===== config.mk =====
export PLATFORM = sky130hd
export DESIGN_NAME = mem_array_ctrl_flat
export DESIGN_NICKNAME = d
export VERILOG_FILES = /design/src/rtl/mem_array_ctrl_if.sv /design/src/rtl/mem_array_ctrl.sv /design/src/flat_wrapper.sv
export SDC_FILE = /design/constraint.sdc
export NUM_CORES = 2
export LEC_CHECK = 0
export CORE_ASPECT_RATIO = 1.4
export CORE_UTILIZATION = 40
export DETAILED_ROUTE_END_ITERATION = 8
export HOLD_SLACK_MARGIN = 0.12
export PLACE_DENSITY_LB_ADDON = 0.12
export SYNTH_ARGS = -nofsm -noshare
export SYNTH_HDL_FRONTEND = slang
export SYNTH_SLANG_ARGS = --single-unit

===== constraint.sdc =====
create_clock -name clock -period 5.7 [get_ports clock]
set_input_delay 1.71 -clock clock [delete_from_list [all_inputs] [get_ports clock]]
set_output_delay 1.71 -clock clock [all_outputs]
set_load 0.03 [all_outputs]

===== src/rtl/mem_array_ctrl_if.sv =====
// Request/response bus of the memory array controller.
// The parity_err signal exists only when MEM_PARITY_EN is defined.
interface mem_array_ctrl_if #(
    parameter int DATA_W = 16,
    parameter int ADDR_W = 8
);
    logic              req;
    logic              we;
    logic [ADDR_W-1:0] addr;
    logic [DATA_W-1:0] wdata;
    logic              ready;
    logic              ack;
    logic [DATA_W-1:0] rdata;
    logic              busy;
`ifdef MEM_PARITY_EN
    logic              parity_err;

    modport master (output req, we, addr, wdata,
                    input  ready, ack, rdata, busy, parity_err);
    modport slave  (input  req, we, addr, wdata,
                    output ready, ack, rdata, busy, parity_err);
`else
    modport master (output req, we, addr, wdata,
                    input  ready, ack, rdata, busy);
    modport slave  (input  req, we, addr, wdata,
                    output ready, ack, rdata, busy);
`endif
endinterface


===== src/rtl/mem_array_ctrl.sv =====
// Single-port word array with a post-reset zero-fill sequence and a one-cycle response.
// Optional feature: MEM_PARITY_EN adds one even-parity bit per word and the parity_err output.
module mem_array_ctrl #(
    parameter int DATA_W     = 16,
    parameter int ADDR_W     = 8,
    parameter int INIT_CLEAR = 1
) (
    input  logic             clock,
    input  logic             reset,
    mem_array_ctrl_if.slave  bus
);
    localparam int DEPTH = 2**ADDR_W;
    localparam logic [ADDR_W-1:0] LAST_ADDR = {ADDR_W{1'b1}};
    localparam logic [ADDR_W-1:0] ADDR_ONE  = {{(ADDR_W-1){1'b0}}, 1'b1};

    typedef enum logic [1:0] {
        CLEAR = 2'd0,
        IDLE  = 2'd1,
        RESP  = 2'd2
    } state_t;

    localparam state_t RST_STATE = (INIT_CLEAR != 0) ? CLEAR : IDLE;

    state_t            state_r;
    state_t            state_s;
    logic [ADDR_W-1:0] clr_cnt_r;
    logic [DATA_W-1:0] mem_r [DEPTH];
    logic              ready_r;
    logic              ack_r;
    logic              busy_r;
    logic [DATA_W-1:0] rdata_r;
    logic              accept_s;
    logic              mem_we_s;
    logic [ADDR_W-1:0] mem_waddr_s;
    logic [DATA_W-1:0] mem_wdata_s;

    function automatic logic parity_f(input logic [DATA_W-1:0] data);
        return ^data;
    endfunction

    // Next-state decode and selection of the single array write port.
    always_comb begin
        state_s     = state_r;
        accept_s    = 1'b0;
        mem_we_s    = 1'b0;
        mem_waddr_s = bus.addr;
        mem_wdata_s = bus.wdata;
        case (state_r)
            CLEAR: begin
                mem_we_s    = 1'b1;
                mem_waddr_s = clr_cnt_r;
                mem_wdata_s = {DATA_W{1'b0}};
                if (clr_cnt_r == LAST_ADDR) begin
                    state_s = IDLE;
                end else begin
                    state_s = CLEAR;
                end
            end
            IDLE: begin
                if (bus.req) begin
                    accept_s = 1'b1;
                    mem_we_s = bus.we;
                    state_s  = RESP;
                end else begin
                    state_s  = IDLE;
                end
            end
            RESP:    state_s = IDLE;
            default: state_s = RST_STATE;
        endcase
    end

    // State register and clear address counter.
    always_ff @(posedge clock or negedge reset) begin
        if (!reset) begin
            state_r   <= RST_STATE;
            clr_cnt_r <= {ADDR_W{1'b0}};
        end else begin
            state_r <= state_s;
            if (state_r == CLEAR) begin
                clr_cnt_r <= clr_cnt_r + ADDR_ONE;
            end
        end
    end

    // Outputs are registered from the next state so they align with the state they describe.
    always_ff @(posedge clock or negedge reset) begin
        if (!reset) begin
            ready_r <= (INIT_CLEAR == 0);
            busy_r  <= (INIT_CLEAR != 0);
            ack_r   <= 1'b0;
            rdata_r <= {DATA_W{1'b0}};
        end else begin
            ready_r <= (state_s == IDLE);
            busy_r  <= (state_s == CLEAR);
            ack_r   <= accept_s;
            if (accept_s && !bus.we) begin
                rdata_r <= mem_r[bus.addr];
            end
        end
    end

    // Array storage is deliberately not reset; only CLEAR or a write changes it.
    always_ff @(posedge clock) begin
        if (mem_we_s) begin
            mem_r[mem_waddr_s] <= mem_wdata_s;
        end
    end

`ifdef MEM_PARITY_EN
    logic par_r [DEPTH];
    logic parity_err_r;

    // Parity bit per word; zero data from CLEAR yields a zero parity bit.
    always_ff @(posedge clock) begin
        if (mem_we_s) begin
            par_r[mem_waddr_s] <= parity_f(mem_wdata_s);
        end
    end

    // Flag a mismatch only alongside the ack of a read.
    always_ff @(posedge clock or negedge reset) begin
        if (!reset) begin
            parity_err_r <= 1'b0;
        end else begin
            parity_err_r <= accept_s && !bus.we &&
                            (parity_f(mem_r[bus.addr]) != par_r[bus.addr]);
        end
    end

    assign bus.parity_err = parity_err_r;
`endif

    assign bus.ready = ready_r;
    assign bus.ack   = ack_r;
    assign bus.rdata = rdata_r;
    assign bus.busy  = busy_r;
endmodule

===== src/flat_wrapper.sv =====
// flat-port wrapper written by rule: the top's interface ports become plain ports
module mem_array_ctrl_flat 
#(
    parameter int DATA_W     = 16,
    parameter int ADDR_W     = 8,
    parameter int INIT_CLEAR = 1
)
  (clock, reset, bus_req, bus_we, bus_addr, bus_wdata, bus_ready, bus_ack, bus_rdata, bus_busy);
  mem_array_ctrl_if #(.DATA_W(DATA_W), .ADDR_W(ADDR_W)) bus_i ();
  input  logic clock;
  input  logic reset;
  input wire logic [$bits(bus_i.req)-1:0] bus_req;
  input wire logic [$bits(bus_i.we)-1:0] bus_we;
  input wire logic [$bits(bus_i.addr)-1:0] bus_addr;
  input wire logic [$bits(bus_i.wdata)-1:0] bus_wdata;
  output wire logic [$bits(bus_i.ready)-1:0] bus_ready;
  output wire logic [$bits(bus_i.ack)-1:0] bus_ack;
  output wire logic [$bits(bus_i.rdata)-1:0] bus_rdata;
  output wire logic [$bits(bus_i.busy)-1:0] bus_busy;
  assign bus_i.req = bus_req;
  assign bus_i.we = bus_we;
  assign bus_i.addr = bus_addr;
  assign bus_i.wdata = bus_wdata;
  assign bus_ready = bus_i.ready;
  assign bus_ack = bus_i.ack;
  assign bus_rdata = bus_i.rdata;
  assign bus_busy = bus_i.busy;
  mem_array_ctrl #(.DATA_W(DATA_W), .ADDR_W(ADDR_W), .INIT_CLEAR(INIT_CLEAR)) u_core (.clock(clock), .reset(reset), .bus(bus_i));
endmodule

Word level (Yosys, flattened, before mapping)
Memories as Yosys holds them, arrays and structs flattened. A register that Yosys moved wholly into a read port is not among the register bits. Index checks and enable logic that the tools add are counted.

Flip-flop bits (word level): 13. Input port bits: 28. Memory bits (writable): 4096. Memories kept: 1. Bits in read-only memories: 0. Latch bits: 0.

Memories: u_core.mem_r (words 256, bits a word 16, rd ports 1, clocked after memory_dff 1, write ports 1, RTL line mem_array_ctrl.sv:27) `logic [DATA_W-1:0] mem_r [DEPTH];`.

Add/subtract/negate cells: 1. Bitwise operators: 0. Multiplexer cells: 11. Equality and inequality tests: 4. Shift operators: 0. $mul: 0. Reductions and logical operators: 5. $lt $le $gt $ge: 0. Div/mod/pow operators: 0.

Operators with widths (number): two-way mux 16 bit (1); adder 8 x 1 -> 8 bit, second input constant (1); equality test 8 bit, second input constant (1); two-way mux 8 bit (1); two-way mux 1 bit (6); one-hot mux 2 bit (3 select lines) (1); equality test 2 x 1 -> 1 bit, second input constant (2); zero test 2 bit (2); equality test 2 bit, second input constant (1); zero test 1 bit (2); two-way mux 2 bit (1); one-hot mux 1 bit (2 select lines) (1); logical AND 1 bit (1).

Logic depth before layout (Yosys ltp)
Word-level depth: 4. Gate-level depth with buffers: 12. Gate-level depth less buffers: 7.

Least setup slack after synthesis
Ideal clock, no wire load.

Kind: input to register. Start point: input port bus_wdata[0]. End point: memory u_core.mem_r[0][0] (data pin). Path slack: -0.124 ns. Required time: 4.831 ns. Library setup time: 0.869 ns. Cell stages on the path: 1. Arrival: 4.954 ns. Path through: and2_1.

Longest elaborated chain between the ends: 1.

Ends and longest elaborated chain: start: declaration (RTL line flat_wrapper.sv:15) `input wire logic [$bits(bus_i.wdata)-1:0] bus_wdata;`; two-way mux 16 bit (RTL line mem_array_ctrl.sv:48) `case (state_r)`; end: declaration (RTL line mem_array_ctrl.sv:27).

Every way passes these cells.

==> results.cfg <==
[clock_network]
cts_tree = done
h-tree-depth = 5
clkSinkCount = 4125
holdBufCountCts = 0
root_buffer = clkbuf_16
cts.repair.resized = 0
cts_setup_buffers = 0
clock_latency_ps = 970
numCtsBuffers = 401
clockBufferDepth = 4
cts.clk_slew.worst_paths_ps = 60

[setup_path]
worstPathArrival_ps = 5830
cp_max_fo = 98
timing.rr.end = u_core.mem_r[64][13]$_DFFE_PP_
cp.required_ps = 6480
endpoint_kind = register
path_buf_inv = 2
crit_path_start = bus_addr[0]
cpPeakStageDelay_ps = 930
ff2ff_path_depth = 6
cp_num_cells = 9
crit_chain = buf_16 > buf_12 > mux4_2 > mux2i_1 > o21ai_0 > nor3_1 > a211oi_1 > a32oi_1 > o21ai_1
crit_slowest_cell = nor3_1
crit_end = u_core.bus.rdata[11]$_DFFE_PN0P_
start_kind = input pin
cp_top_family = compound AO/OA/AOI/OAI gates
r2r_start = u_core.state_r[1]$_DFF_PN0_
path_class = in2reg
r2r_setup_slack_ps = 1840

[finish]
drive_gt1_frac = 0.253
final_common_cell = edfxtp_1
nets = 8450
areaGrowthSynthToFinish_pct = 15.0
fin_cells = 14055
final_cell_mix = edfxtp_1, mux4_2, buf_4
design_area_sq_um = 184000
utilization = 0.463

[drt]
drtPass1Iterations = 6
ant_nets = 0
routed_wl_microns = 514000
wire_per_inst_microns = 36.5
drc_errors = 0
vias = 82276
drt_iter0_markers = 9152
vias_per_cell = 5.85

[hold_path]
hold_path_class = reg2reg
min_delay_path_depth = 1

[pwr]
switching_share = 0.257
power_frac_comb = 0.117
p_leak_nw = 59.8
pwr-share-seq = 0.513
power_frac_clock = 0.370
ir_worst_vdd_mv = 0.330
p_int_mw = 53.1
switchingPower_mw = 18.4
power_density_nw_per_um2 = 389

[placement]
dp.cells = 13262
gp_congestion = 0.877
dpl-instance-area_sq_um = 171000
io_buffers = 46
place_hpwl_microns = 325000

[synthesis]
synth_warnings = 0
synth_cell_types = 74
synth_area_leaders = edfxtp_1, mux4_2, mux2i_1, mux4_1, o22ai_1
synth.avg_cell_area_sq_um = 20.8
synthFlopType = edfxtp_1
synth_area_sq_um = 160000
netlist.area_leader.share = 0.769
synth_top_family_by_area = multiplexers
synth-compound-area-share = 0.0381
synth-edff-count = 4096
ys_seq_area_frac = 0.774
synth_simple_gate_area_share = 0.0233
async_flop_share = 0.00703
syn_inst = 7680
synth_nets = 7709
synthXorXnorAreaFrac = 0.000383
synth_mux_area_frac = 0.144
synthAdderAreaFrac = 0.0000782
yosysTopAreaCell = edfxtp_1
ys_ff_latch = 4125

[run_status]
violations = capacitance limit, slew limit
status = complete, but fails checks

[timing]
maxSlewHeadroom = -0.0136
slew_viol_final = 2
fin_crit_ps = 5050
fmax_mhz = 198
hold_viol = 0
worst_clock_skew_ps = 60.6
tightest_slew_ps = 1500
tns_ps = 0
setup_viol = 0
grt_setup_unrepaired = no
period_share = 0.886

[floorplanning]
fp.dieW_microns = 536
initial_core_util = 0.402
die_area_sq_um = 402000
coreArea_sq_um = 398000
fp.dieH_microns = 750
rows = 274
io_pins = 47

[global_route]
track_usage = 0.253
antenna_found_initial = 32
grt_overflow_total = 0
grt_pass1_vias = 83196
grt_pass1_wl_microns = 700000
grt_start_max_net_pins = 177

[flow_run]
maxCapViolCount = 1
-- worst min path at each step --
| stage | startpoint | to | slack [ps] |
|---|---|---|---|
| finish | u_core.clr_cnt_r[5]$_DFFE_PN0P_ | u_core.clr_cnt_r[5]$_DFFE_PN0P_ | 560 |
| global route | u_core.clr_cnt_r[5]$_DFFE_PN0P_ | u_core.clr_cnt_r[5]$_DFFE_PN0P_ | 560 |
| CTS | u_core.clr_cnt_r[5]$_DFFE_PN0P_ | u_core.clr_cnt_r[5]$_DFFE_PN0P_ | 550 |
| detailed placement | u_core.clr_cnt_r[5]$_DFFE_PN0P_ | u_core.clr_cnt_r[5]$_DFFE_PN0P_ | 530 |
| global placement | u_core.clr_cnt_r[5]$_DFFE_PN0P_ | u_core.clr_cnt_r[5]$_DFFE_PN0P_ | 520 |
| floorplan | u_core.clr_cnt_r[5]$_DFFE_PN0P_ | u_core.clr_cnt_r[5]$_DFFE_PN0P_ | 490 |
-- state kept, by name, summed over array words and instances (netlist names) --
name              count
u_core.bus.ack        1
u_core.bus.ready      1
u_core.bus.rdata     16
u_core.state_r        2
u_core.clr_cnt_r      8
u_core.bus.busy       1
u_core.mem_r       4096
-- cell usage after synthesis, drive strengths merged (32+ instances only) --
cell type and n:
a2111oi 52, a211oi 78, a21oi 113, a22oi 87
and2 32, buf 312, clkbuf 144, edfxtp 4096
mux2i 655, mux4 719, nand2 309, nand3 62
nor2 283, nor3 36, o21ai 102, o221ai 124
o22ai 226
-- metal layers --
metal / track usage / vias up / part of all wire
li1: - / 33679 / -
met1: 0.328 / 44898 / 0.39
met2: 0.433 / 3009 / 0.50
met3: 0.0369 / 680 / 0.063
met4: 0.0941 / 10 / 0.041
met5: 0 / - / 0.00014
-- cells by family (layout without fill, tap and decap cells) --
family / after synthesis / after routing
buf+inv: 460 / 1532
mux: 1376 / 1376
other cells: 0 / 59
fa+ha+maj: 1 / 1
xor+xnor: 7 / 7
simple gates: 835 / 835
compound gates: 876 / 876
flops: 4125 / 4125
-- cell type report --
cell class	instances	area [sq um]
Clock buffer	525	10800
Timing Repair Buffer	795	7180
Tap cell	5244	6560
Multi-Input combinational cell	3095	33500
Inverter	3	18.8
Sequential cell	4125	124000
Antenna cell	59	148
Fill cell	33484	214000
Clock inverter	209	2000
-- power by group through the flow --
stage / clock (mW) / sequential (mW) / combinational, mW
floorplan: 0 / 37.9 / 3.57
global placement: 0 / 37.3 / 8.23
detailed placement: 0 / 37.3 / 8.46
CTS: 26.9 / 36.7 / 8.45
global route: 28.0 / 36.7 / 8.71
finish: 26.5 / 36.7 / 8.38
-- metrics by stage --
| stage | worst slack (ps) | hold slack (ps) | power [mW] |
|---|---|---|---|
| 3_3_place_gp | -301 | 516 | 45.5 |
| 2_1_floorplan | -124 | 485 | 41.5 |
| 6_report | 647 | 556 | 71.5 |
| 3_5_place_dp | -279 | 530 | 45.8 |
| 5_1_grt | 500 | 562 | 73.4 |
| 4_1_cts | 737 | 546 | 72.0 |
No activity file was read; power rests on OpenSTA's default activity.
